==> config.mk <==
export PLATFORM = sky130hd
export DESIGN_NAME = pipelined_aligner_flat
export DESIGN_NICKNAME = d
export VERILOG_FILES = /design/src/rtl/pipelined_aligner_if.sv /design/src/rtl/pipelined_aligner.sv /design/src/flat_wrapper.sv
export SDC_FILE = /design/constraint.sdc
export NUM_CORES = 1
export LEC_CHECK = 0
export ABC_AREA = 1
export CAP_MARGIN = 20
export CORE_MARGIN = 2
export CORE_UTILIZATION = 50
export CTS_CLUSTER_DIAMETER = 50
export DETAILED_ROUTE_END_ITERATION = 16
export PLACE_DENSITY = 0.77
export SYNTH_ARGS = -nofsm -noshare
export SYNTH_HDL_FRONTEND = slang
export SYNTH_SLANG_ARGS = --single-unit
==> constraint.sdc <==
create_clock -name clk -period 7 [get_ports clk]
set_input_delay 1.05 -clock clk [delete_from_list [all_inputs] [get_ports clk]]
set_output_delay 1.05 -clock clk [all_outputs]
set_load 0.02 [all_outputs]
==> src/rtl/pipelined_aligner_if.sv <==
// Valid/ready bundle between the unpack stage, the fraction aligner and the significand adder.
// master is the surrounding datapath's view; slave is the aligner's view.
interface pipelined_aligner_if #(
  parameter int FRAC_WIDTH = 24,
  parameter int EXP_WIDTH  = 8,
  parameter int EXTRA_BITS = 24
);
  localparam int AW = FRAC_WIDTH + EXTRA_BITS + 1;

  logic                  in_valid;
  logic                  in_ready;
  logic                  sort_enable;
  logic                  sign_a;
  logic                  sign_b;
  logic [EXP_WIDTH-1:0]  exp_a;
  logic [EXP_WIDTH-1:0]  exp_b;
  logic [FRAC_WIDTH-1:0] frac_a;
  logic [FRAC_WIDTH-1:0] frac_b;

  logic                  out_valid;
  logic                  out_ready;
  logic                  sorted_sign_a;
  logic                  sorted_sign_b;
  logic [EXP_WIDTH-1:0]  sorted_exp_a;
  logic [EXP_WIDTH-1:0]  sorted_exp_b;
  logic [FRAC_WIDTH-1:0] sorted_frac_a;
  logic [FRAC_WIDTH-1:0] sorted_frac_b;
  logic                  exchanged;
  logic [AW-1:0]         aligned_frac_b;
  logic                  sticky;

  modport master (
    output in_valid, sort_enable, sign_a, sign_b, exp_a, exp_b, frac_a, frac_b, out_ready,
    input  in_ready, out_valid, sorted_sign_a, sorted_sign_b, sorted_exp_a, sorted_exp_b,
           sorted_frac_a, sorted_frac_b, exchanged, aligned_frac_b, sticky
  );

  modport slave (
    input  in_valid, sort_enable, sign_a, sign_b, exp_a, exp_b, frac_a, frac_b, out_ready,
    output in_ready, out_valid, sorted_sign_a, sorted_sign_b, sorted_exp_a, sorted_exp_b,
           sorted_frac_a, sorted_frac_b, exchanged, aligned_frac_b, sticky
  );
endinterface

==> src/rtl/pipelined_aligner.sv <==
// Two-stage fraction aligner: stage 1 sorts operands by magnitude and derives the shift,
// stage 2 right-shifts the smaller fraction into a widened field and collects a sticky bit.
module pipelined_aligner #(
  parameter int FRAC_WIDTH = 24,
  parameter int EXP_WIDTH  = 8,
  parameter int EXTRA_BITS = 24
) (
  input logic             clk,
  input logic             reset_n,
  pipelined_aligner_if.slave bus
);
  localparam int AW = FRAC_WIDTH + EXTRA_BITS + 1;
  localparam int SW = $clog2(AW + 1);
  localparam int DW = EXP_WIDTH + 1;

  typedef struct packed {
    logic                  sign_a;
    logic                  sign_b;
    logic [EXP_WIDTH-1:0]  exp_a;
    logic [EXP_WIDTH-1:0]  exp_b;
    logic [FRAC_WIDTH-1:0] frac_a;
    logic [FRAC_WIDTH-1:0] frac_b;
    logic                  exchanged;
  } beat_t;

  logic          s1_valid_reg;
  beat_t         s1_beat_reg;
  logic [SW-1:0] s1_shift_reg;
  logic          s2_valid_reg;
  beat_t         s2_beat_reg;
  logic [AW-1:0] s2_aligned_reg;
  logic          s2_sticky_reg;

  logic          ready1;
  logic          ready2;
  logic          swap;
  beat_t         s1_beat_next;
  logic [DW-1:0] diff;
  logic [SW-1:0] s1_shift_next;

  logic [2*AW-1:0] wide_v;
  logic [2*AW-1:0] wide_shifted;
  logic [AW-1:0]   s2_aligned_next;
  logic            s2_sticky_next;

  // A stage may take a new beat when it is empty or its content moves on this cycle.
  assign ready2       = !s2_valid_reg || bus.out_ready;
  assign ready1       = !s1_valid_reg || ready2;
  assign bus.in_ready = ready1;

  // Equal magnitudes never swap, so a tie keeps operand a on top.
  assign swap = bus.sort_enable &&
                (($signed(bus.exp_b) > $signed(bus.exp_a)) ||
                 ((bus.exp_a == bus.exp_b) && (bus.frac_b > bus.frac_a)));

  always_comb begin
    s1_beat_next           = '0;
    s1_beat_next.exchanged = swap;
    if (swap) begin
      s1_beat_next.sign_a = bus.sign_b;
      s1_beat_next.sign_b = bus.sign_a;
      s1_beat_next.exp_a  = bus.exp_b;
      s1_beat_next.exp_b  = bus.exp_a;
      s1_beat_next.frac_a = bus.frac_b;
      s1_beat_next.frac_b = bus.frac_a;
    end else begin
      s1_beat_next.sign_a = bus.sign_a;
      s1_beat_next.sign_b = bus.sign_b;
      s1_beat_next.exp_a  = bus.exp_a;
      s1_beat_next.exp_b  = bus.exp_b;
      s1_beat_next.frac_a = bus.frac_a;
      s1_beat_next.frac_b = bus.frac_b;
    end
  end

  // Sign-extend by one bit so the difference of any two exponents fits without wrapping.
  assign diff = {s1_beat_next.exp_a[EXP_WIDTH-1], s1_beat_next.exp_a}
              - {s1_beat_next.exp_b[EXP_WIDTH-1], s1_beat_next.exp_b};

  always_comb begin
    s1_shift_next = '0;
    if (bus.sort_enable) begin
      if (32'(diff) >= AW) begin
        s1_shift_next = SW'(AW);
      end else begin
        s1_shift_next = SW'(diff);
      end
    end
  end

  // Upper half becomes the aligned field; lower half catches everything shifted past its LSB.
  assign wide_v          = {1'b0, s1_beat_reg.frac_b, {EXTRA_BITS{1'b0}}, {AW{1'b0}}};
  assign wide_shifted    = wide_v >> s1_shift_reg;
  assign s2_aligned_next = wide_shifted[2*AW-1:AW];
  assign s2_sticky_next  = |wide_shifted[AW-1:0];

  always_ff @(posedge clk) begin
    if (!reset_n) begin
      s1_valid_reg   <= 1'b0;
      s1_beat_reg    <= '0;
      s1_shift_reg   <= '0;
      s2_valid_reg   <= 1'b0;
      s2_beat_reg    <= '0;
      s2_aligned_reg <= '0;
      s2_sticky_reg  <= 1'b0;
    end else begin
      if (ready1) begin
        s1_valid_reg <= bus.in_valid;
      end
      if (ready1 && bus.in_valid) begin
        s1_beat_reg  <= s1_beat_next;
        s1_shift_reg <= s1_shift_next;
      end
      if (ready2) begin
        s2_valid_reg <= s1_valid_reg;
      end
      if (ready2 && s1_valid_reg) begin
        s2_beat_reg    <= s1_beat_reg;
        s2_aligned_reg <= s2_aligned_next;
        s2_sticky_reg  <= s2_sticky_next;
      end
    end
  end

  assign bus.out_valid      = s2_valid_reg;
  assign bus.sorted_sign_a  = s2_beat_reg.sign_a;
  assign bus.sorted_sign_b  = s2_beat_reg.sign_b;
  assign bus.sorted_exp_a   = s2_beat_reg.exp_a;
  assign bus.sorted_exp_b   = s2_beat_reg.exp_b;
  assign bus.sorted_frac_a  = s2_beat_reg.frac_a;
  assign bus.sorted_frac_b  = s2_beat_reg.frac_b;
  assign bus.exchanged      = s2_beat_reg.exchanged;
  assign bus.aligned_frac_b = s2_aligned_reg;
  assign bus.sticky         = s2_sticky_reg;
endmodule

==> src/flat_wrapper.sv <==
// flat-port wrapper written by rule: the top's interface ports become plain ports
module pipelined_aligner_flat 
#(
  parameter int FRAC_WIDTH = 24,
  parameter int EXP_WIDTH  = 8,
  parameter int EXTRA_BITS = 24
)
  (clk, reset_n, bus_in_valid, bus_sort_enable, bus_sign_a, bus_sign_b, bus_exp_a, bus_exp_b, bus_frac_a, bus_frac_b, bus_out_ready, bus_in_ready, bus_out_valid, bus_sorted_sign_a, bus_sorted_sign_b, bus_sorted_exp_a, bus_sorted_exp_b, bus_sorted_frac_a, bus_sorted_frac_b, bus_exchanged, bus_aligned_frac_b, bus_sticky);
  pipelined_aligner_if #(.FRAC_WIDTH(FRAC_WIDTH), .EXP_WIDTH(EXP_WIDTH), .EXTRA_BITS(EXTRA_BITS)) bus_i ();
  input logic clk;
  input logic reset_n;
  input wire logic [$bits(bus_i.in_valid)-1:0] bus_in_valid;
  input wire logic [$bits(bus_i.sort_enable)-1:0] bus_sort_enable;
  input wire logic [$bits(bus_i.sign_a)-1:0] bus_sign_a;
  input wire logic [$bits(bus_i.sign_b)-1:0] bus_sign_b;
  input wire logic [$bits(bus_i.exp_a)-1:0] bus_exp_a;
  input wire logic [$bits(bus_i.exp_b)-1:0] bus_exp_b;
  input wire logic [$bits(bus_i.frac_a)-1:0] bus_frac_a;
  input wire logic [$bits(bus_i.frac_b)-1:0] bus_frac_b;
  input wire logic [$bits(bus_i.out_ready)-1:0] bus_out_ready;
  output wire logic [$bits(bus_i.in_ready)-1:0] bus_in_ready;
  output wire logic [$bits(bus_i.out_valid)-1:0] bus_out_valid;
  output wire logic [$bits(bus_i.sorted_sign_a)-1:0] bus_sorted_sign_a;
  output wire logic [$bits(bus_i.sorted_sign_b)-1:0] bus_sorted_sign_b;
  output wire logic [$bits(bus_i.sorted_exp_a)-1:0] bus_sorted_exp_a;
  output wire logic [$bits(bus_i.sorted_exp_b)-1:0] bus_sorted_exp_b;
  output wire logic [$bits(bus_i.sorted_frac_a)-1:0] bus_sorted_frac_a;
  output wire logic [$bits(bus_i.sorted_frac_b)-1:0] bus_sorted_frac_b;
  output wire logic [$bits(bus_i.exchanged)-1:0] bus_exchanged;
  output wire logic [$bits(bus_i.aligned_frac_b)-1:0] bus_aligned_frac_b;
  output wire logic [$bits(bus_i.sticky)-1:0] bus_sticky;
  assign bus_i.in_valid = bus_in_valid;
  assign bus_i.sort_enable = bus_sort_enable;
  assign bus_i.sign_a = bus_sign_a;
  assign bus_i.sign_b = bus_sign_b;
  assign bus_i.exp_a = bus_exp_a;
  assign bus_i.exp_b = bus_exp_b;
  assign bus_i.frac_a = bus_frac_a;
  assign bus_i.frac_b = bus_frac_b;
  assign bus_i.out_ready = bus_out_ready;
  assign bus_in_ready = bus_i.in_ready;
  assign bus_out_valid = bus_i.out_valid;
  assign bus_sorted_sign_a = bus_i.sorted_sign_a;
  assign bus_sorted_sign_b = bus_i.sorted_sign_b;
  assign bus_sorted_exp_a = bus_i.sorted_exp_a;
  assign bus_sorted_exp_b = bus_i.sorted_exp_b;
  assign bus_sorted_frac_a = bus_i.sorted_frac_a;
  assign bus_sorted_frac_b = bus_i.sorted_frac_b;
  assign bus_exchanged = bus_i.exchanged;
  assign bus_aligned_frac_b = bus_i.aligned_frac_b;
  assign bus_sticky = bus_i.sticky;
  pipelined_aligner #(.FRAC_WIDTH(FRAC_WIDTH), .EXP_WIDTH(EXP_WIDTH), .EXTRA_BITS(EXTRA_BITS)) u_core (.clk(clk), .reset_n(reset_n), .bus(bus_i));
endmodule
---- Yosys cells after proc, flatten, opt, wreduce, memory -nomap -nowiden ----
Cells that the tools add are included.
storage, ports and cells
  logic and storage cells ................. 38
  input port bits ......................... 71
  register bits after elaboration ......... 192
cells by class
  magnitude comparators ................... 3
  muxes and demuxes ....................... 3
  equal/unequal tests ..................... 1
  shift operators ......................... 1
  $add $sub $neg .......................... 1
  reductions and logical operators ........ 10
operators by type and width
  cell                                                                                 count
  97-bit by 6-bit right shift with 98-bit output                                       1
  66-bit two-way mux                                                                   1
  49-bit OR reduction                                                                  1
  24-bit > comparator                                                                  1
  6-bit two-way mux                                                                    2
  9-bit by 6-bit greater-or-equal comparator with 1-bit output, second input constant  1
  8-bit by 8-bit subtractor with 9-bit output                                          1
  8-bit == test                                                                        1
  8-bit > comparator                                                                   1
  1-bit logical AND                                                                    4
  1-bit logical OR                                                                     3
  1-bit logical NOT                                                                    2

---- Logic depth before layout (Yosys ltp) ----
Gate-level depths: netlist of run 1.
  depth after elaboration ................. 9
  depth in mapped cells ................... 31
  gate-level depth less buffers ........... 30

---- Least setup slack after synthesis of run 1 ----
OpenSTA, ideal clock, no wires.
  path type ............................... input -> register
  start point ............................. in bus_exp_a[7]
  end point ............................... reg u_core.s1_shift_reg[4]
  library setup time ...................... 0.132 ns
  setup slack ............................. 3.482 ns
  data required time ...................... 6.868 ns
  stages .................................. 27
  buffers on the path ..................... 1
  data arrival time ....................... 3.386 ns
  cells stage by stage .................... inv_1 ha_1 nand2_2 nor2_2 nand2_1 nand3_1 nand2_1 nand2_1 nand2_4 nand2_4 buf_6 nand2_1 nand2_1 nand2_2 ha_1 inv_1 nand2_2 nand2_2 nand2_2 nand2_1 nand2_1 nand2_1 nand2_1 nor2_4 nand3_1 nand2_1 a21oi_1
between the ends
  cells in the longest elaborated chain, start to end .. 9
ends and longest elaborated chain
  what                                                                        line                      text
  start, declared                                                             flat_wrapper.sv:16        input wire logic [$bits(bus_i.exp_a)-1:0] bus_exp_a;
  parallel branches: the longest is 4 deep, another holds 8-bit > comparator  -
  66-bit two-way mux (*)                                                      pipelined_aligner.sv:59   if (swap) begin
  8-bit by 8-bit subtractor with 9-bit output (*)                             pipelined_aligner.sv:78   - {s1_beat_next.exp_b[EXP_WIDTH-1], s1_beat_next.exp_b};
  9-bit by 6-bit greater-or-equal comparator with 1-bit output                pipelined_aligner.sv:83   if (32'(diff) >= AW) begin
  6-bit two-way mux (*)                                                       pipelined_aligner.sv:83
  6-bit two-way mux (*)                                                       pipelined_aligner.sv:82   if (bus.sort_enable) begin
  end signal, assigned                                                        pipelined_aligner.sv:112  s1_shift_reg <= s1_shift_next;
  end, declared                                                               pipelined_aligner.sv:28   logic [SW-1:0] s1_shift_reg;
Every way passes the cells marked *.
A chain may end at the register's enable or synchronous reset.

---- Worst setup path in the final report of run 1 ----
  start point ............................. in bus_exp_a[7]
  end point ............................... reg u_core.s1_shift_reg[0]
The elaborated chain is that of the path after synthesis.

==> flow_summary.ini, run 1 <==
[cts]
h-tree-depth = 4
cts_root_buf = clkbuf_16
ctsLongestPathBuffers = 2
ctsHoldBuffers = 0
cts_resized = 0
cts_setup_buffers = 0
cts.sinks = 191
cts_tree = yes
cts_buffers = 17
clk_pin_slew_worst_paths_ns = 0.07
clock_latency_ns = 0.43

[timing]
fin_crit_sh_pct = 64.1
finalSetupViolations = 0
finalClockSkew_ns = 0.00883
worst_pin_slew_ns = 1.04
fin_crit_ns = 4.49
fmax_ghz = 0.223
rsz0062_at_grt = no
hold_viol_final = 0
slew_violations = 0
fin_setup_tns_ns = 0
relSlewSlack_pct = 30.7

[finish]
syn_to_final_growth_pct = 24.8
antenna_cells = 0
final_common_cell = nand2_1
drive_gt1_share_pct = 4.27
postLayoutCoreUtil_pct = 63.3
fin_area_um2 = 12700
mostFrequentLayoutCells = 418 x nand2_1, 191 x dfxtp_1, 187 x clkdlybuf4s50_1
nets = 1779
largest_register_ffs = 67

[floorplan]
die_area_um2 = 21600
pin_count = 190
die_height_um = 147
row_count = 52
core_area_um2 = 20100
die_w_um = 147
initial_core_util_pct = 50.7

[global_routing]
grtUsageTotal_pct = 28.2
grt_pass1_wl_mm = 49.5
grt_max_degree = 99
grt_overflow = 0
grt_pass1_vias = 9814
antenna_found_initial = 0

[power_and_ir_drop]
total_power_mw = 2.90
power_density_nw_per_um2 = 228
cellLeakagePower_nw = 5.44
vdd_drop_max_mv = 0.179

[place]
dp_hpwl_mm = 21.6
gp_congestion = 0.943
port_buffers = 188
dpl-instance-area_um2 = 12100

[synth]
netlist_area_um2 = 10200
synth_fp_nets = 1663
yosysWarnings = 0
ys_ff_latch = 191
ys_seq_area_share_pct = 37.5
synthCells = 1559
yosysUniqueCellTypes = 39
ys_dominant_reg_cell = dfxtp_1
synth.avg_cell_area_um2 = 6.54
synth-edff-count = 0
ys_async_sr_fraction_pct = 0

[route]
vias = 10600
first_pass_iters = 5
drtAntennaViolNets = 0
drc = 0
wl_per_cell_um = 15.5
viasPerCell = 5.39
wl_met2_mm = 14.5
wirelength_mm = 30.2
drt_iter0_drc = 886
top_layer_used = met4
wl_met1_mm = 13.5
wl_met3_mm = 1.69

[critical_path]
cpMostUsedCell = nand2_1
path_delay_family = simple AND/OR/NAND/NOR gates
endpoint_kind = flip-flop
slowest_delay_ns = 0.49
arrival_ns = 4.77
cp_max_fo = 75
r2r_slack_ns = 3.33
crit_slowest_cell = clkdlybuf4s50_1
worst-endpoint-required_ns = 7.28
cp_cell_sequence = clkdlybuf4s50_1 > inv_1 > ha_1 > nand2_2 > nor2_2 > nand4_1 > a21oi_1 > nand2_1 > nand2_4 > nand2_4 > nand2_1 > nand2_1 > nand2_2 > ha_1 > inv_1 > nand2_1 > nor2_1 > nand2_1 > nand2_1 > nor2_1 > nor2_2 > nand3_1 > nand2_1 > a21oi_1
crit_type = input pin to flip-flop
cp_num_buf_inv = 3
startpoint_type = input pin

[outcome]
status = finished clean

[job]
cap_violations = 0

[min_path]
hp-class = flip-flop to flip-flop
-- worst min-delay path: cells and delay by family (launching register included) --
family	cells	cell delay (ns)
AO/OA/AOI/OAI	1	0.06
buffers and inverters	1	0.06
flip-flops	1	0.30
-- through the flow --
| stage | setup WS (ns) | cells | hold WS [ns] |
|---|---|---|---|
| 5_1_grt | 2.11 | 1957 | 0.483 |
| 3_5_place_dp | 2.08 | 1926 | 0.454 |
| 6_report | 2.51 | 1957 | 0.463 |
| 3_3_place_gp | 2.11 | 1926 | 0.450 |
| 4_1_cts | 2.51 | 1957 | 0.465 |
| 2_1_floorplan | 3.48 | 1559 | 0.430 |
-- metal layers --
metal  track usage (%)  vias to the layer above
met5                 0                        -
met1              37.2                     4884
met4              7.57                        0
met3              4.91                       39
met2              47.8                      314
li1                  -                     5319
-- synthesized netlist by cell type (3+ instances only) --
cell type | count | share of area, %
o21ai_1 | 3 | 0.15
nand3_1 | 65 | 3.2
nor4_1 | 4 | 0.25
o21ai_0 | 167 | 8.2
buf_1 | 4 | 0.15
o211ai_1 | 37 | 2.7
nor3_1 | 9 | 0.44
ha_1 | 33 | 4.0
a21oi_1 | 145 | 7.1
nand2_2 | 10 | 0.61
a221oi_1 | 3 | 0.26
nor2_1 | 187 | 6.9
a2bb2oi_1 | 5 | 0.43
inv_2 | 6 | 0.22
nand4_1 | 7 | 0.43
clkbuf_1 | 92 | 3.4
clkinv_1 | 3 | 0.11
dfxtp_1 | 191 | 37
inv_1 | 117 | 4.3
mux2i_1 | 17 | 1.7
a31oi_1 | 10 | 0.61
nand2_1 | 420 | 15
-- final timing paths --
path,start,end,cells past startpoint
worst max-delay path,bus_exp_a[7],u_core.s1_shift_reg[0],24
worst min-delay path,u_core.s1_beat_reg[64],u_core.bus.sorted_exp_a[7],2
worst max register to register,u_core.s1_shift_reg[3],u_core.bus.sticky,9
worst min register to register,u_core.s1_beat_reg[64],u_core.bus.sorted_exp_a[7],2
-- final cells by class --
type,count,area [um^2]
multi-input cells,1141,5520
fillers,1912,7370
well taps,270,338
clock buffers,17,425
flip-flops and latches,191,3820
repair buffers,198,1950
clock inverters,14,201
inverters,126,473
-- power by group --
| group | switching [mW] | internal (mW) |
|---|---|---|
| logic | 0.412 | 0.242 |
| clock network | 0.469 | 0.577 |
| registers | 0.0449 | 1.16 |
-- cells by family after synthesis --
family                   Yosys count  share of synthesized area (%)
AND/OR/NAND/NOR                  712                           28.1
adder cells (fa/ha/maj)           33                           4.05
AO/OA/AOI/OAI                    378                           20.1
flip-flops                       191                           37.5
other                              1                         0.0368
multiplexers                      17                           1.67
buffers and inverters            227                           8.56
(Power assumes the default switching activity.)
==> inputs of run 2 (changes only) <==
--- a/config.mk
+++ b/config.mk
@@ -8,7 +8,7 @@
 export ABC_AREA = 1
 export CAP_MARGIN = 20
 export CORE_MARGIN = 2
-export CORE_UTILIZATION = 50
+export CORE_UTILIZATION = 48
 export CTS_CLUSTER_DIAMETER = 50
 export DETAILED_ROUTE_END_ITERATION = 16
 export PLACE_DENSITY = 0.77
==> constraint.sdc (replaced) <==
create_clock -name clk -period 3.7 [get_ports clk]
set_input_delay 0.555 -clock clk [delete_from_list [all_inputs] [get_ports clk]]
set_output_delay 0.555 -clock clk [all_outputs]
set_load 0.02 [all_outputs]
==> flow_summary.ini, run 2 (synthesized netlist as in run 1, its figures left out) <==
[outcome]
status = finished clean

[power_and_ir_drop]
power_density_nw_per_um2 = 422
vdd_drop_max_mv = 0.335
cellLeakagePower_nw = 5.66
total_power_mw = 5.53

[critical_path]
arrival_ns = 3.68
r2r-start = u_core.s1_shift_reg[0]
cp_max_fo = 22
path_delay_family = simple AND/OR/NAND/NOR gates
worst-endpoint-required_ns = 4.00
startpoint_type = input pin
cp-startpoint = bus_exp_a[5]
r2r_end = u_core.bus.sticky
cp_num_buf_inv = 3
crit_slowest_cell = clkdlybuf4s50_1
endpoint = u_core.s1_shift_reg[5]
crit_type = input pin to flip-flop
endpoint_kind = flip-flop
slowest_delay_ns = 0.49
cp_cell_sequence = clkdlybuf4s50_1 > inv_1 > ha_1 > nand2_1 > nor2_2 > nand4_1 > a21oi_1 > nand2_1 > nand2_4 > nand2_4 > buf_12 > nand2_1 > o21ai_1 > nand2_1 > nand2_1 > a21oi_1 > nand2_1 > nand2_1 > nand2_1 > nor2_4 > nand3_1 > nand2_1 > a21oi_1
cpMostUsedCell = nand2_1
r2r_slack_ns = 0.84
r2r_cells = 13
cp.depth = 23

[cts]
clock_latency_ns = 0.44
cts_root_buf = clkbuf_16
ctsLongestPathBuffers = 2
cts.sinks = 191
ctsHoldBuffers = 0
h-tree-depth = 4
cts_resized = 0
cts_setup_buffers = 0
clk_pin_slew_worst_paths_ns = 0.06
cts_tree = yes
cts_buffers = 17

[floorplan]
initial_core_util_pct = 48.7
pin_count = 190
die_w_um = 150
core_area_um2 = 21000
die_area_um2 = 22400
row_count = 53
die_height_um = 150

[finish]
mostFrequentLayoutCells = 418 x nand2_1, 191 x dfxtp_1, 187 x clkdlybuf4s50_1
final_common_cell = nand2_1
largest_register_ffs = 67
nets = 1822
drive_gt1_share_pct = 6.65
final_cell_count_no_fill = 2005
antenna_cells = 0
syn_to_final_growth_pct = 28.5

[global_routing]
grt_overflow = 0
grt_pass1_vias = 9669
grtUsageTotal_pct = 27.5
grt_max_degree = 88
grt_pass1_wl_mm = 49.3
antenna_found_initial = 0

[place]
dp_hpwl_mm = 22.9
gp_congestion = 0.972
dpl_worst_slack_ns = -0.0954
placed_cells = 1974
port_buffers = 188

[timing]
finalSetupViolations = 0
worst_pin_slew_ns = 0.867
fin_crit_ns = 3.38
relSlewSlack_pct = 42.2
fmax_ghz = 0.296
fin_crit_sh_pct = 91.4
slew_violations = 0
rsz0062_at_grt = no
finalClockSkew_ns = 0.0118
layout_setup_ws_ns = 0.317
hold_viol_final = 0

[route]
vias = 10600
drtAntennaViolNets = 0
wl_per_cell_um = 15.4
wirelength_mm = 30.9
viasPerCell = 5.28
drc = 0
first_pass_iters = 6
drt_iter0_drc = 865

[min_path]
hp-class = flip-flop to flip-flop

[job]
cap_violations = 0
[run 2: how the worst min path moves through the flow]
stage          cells past startpoint                   start  slack [ns]                         end
2_1_floorplan                      2  u_core.s1_beat_reg[58]        0.43  u_core.bus.sorted_exp_a[1]
3_3_place_gp                       2  u_core.s1_beat_reg[49]        0.44  u_core.bus.sorted_exp_b[0]
3_5_place_dp                       2  u_core.s1_beat_reg[49]        0.45  u_core.bus.sorted_exp_b[0]
4_1_cts                            2  u_core.s1_beat_reg[49]        0.46  u_core.bus.sorted_exp_b[0]
5_1_grt                            2  u_core.s1_beat_reg[49]        0.47  u_core.bus.sorted_exp_b[0]
6_report                           2  u_core.s1_beat_reg[49]        0.45  u_core.bus.sorted_exp_b[0]
[run 2: worst register-to-register path, stage by stage (launching register included)]
cell	delay, ns
dfxtp_1	0.34
inv_1	0.43
nand2_1	0.17
nand3_1	0.11
o21ai_0	0.12
mux2i_1	0.35
o21ai_0	0.17
o21ai_0	0.48
nor3_1	0.12
nand4_1	0.14
nor2_1	0.06
nand3_1	0.08
nand2_1	0.10
a21oi_1	0.13
[run 2: per-stage QoR]
step                      utilization (%)  hold slack (ns)  setup TNS [ns]  area (um^2)
after floorplan                         -            0.430               0        10200
after global placement               59.6            0.443         -0.0640        12500
after detailed placement             59.6            0.447          -0.480        12500
after CTS                            62.5            0.456               0        13100
after global routing                 62.5            0.474               0        13100
final                                62.5            0.455               0        13100
[run 2: power breakdown]
part	total (mW)	switching, mW	leakage [nW]	internal (mW)
logic	1.31	0.791	3.79	0.514
clock network	1.95	0.825	0.305	1.12
registers	2.27	0.0857	1.57	2.19
total	5.53	1.70	5.66	3.83
[run 2: final cells by class]
class                   count  area (um^2)
inverters                 126          473
flip-flops and latches    191         3820
clock inverters            11          154
multi-input cells        1141         5520
fillers                  2017         7850
clock buffers              20          467
well taps                 275          344
repair buffers            241         2320
[run 2: routing by layer]
layer / track usage [%] / wire length (um) / up-vias
li1: - / - / 5413
met1: 36.4 / 14300 / 4871
met2: 46.9 / 14700 / 265
met3: 3.99 / 1300 / 33
met4: 7.31 / 586 / 0
met5: 0 / 0 / -
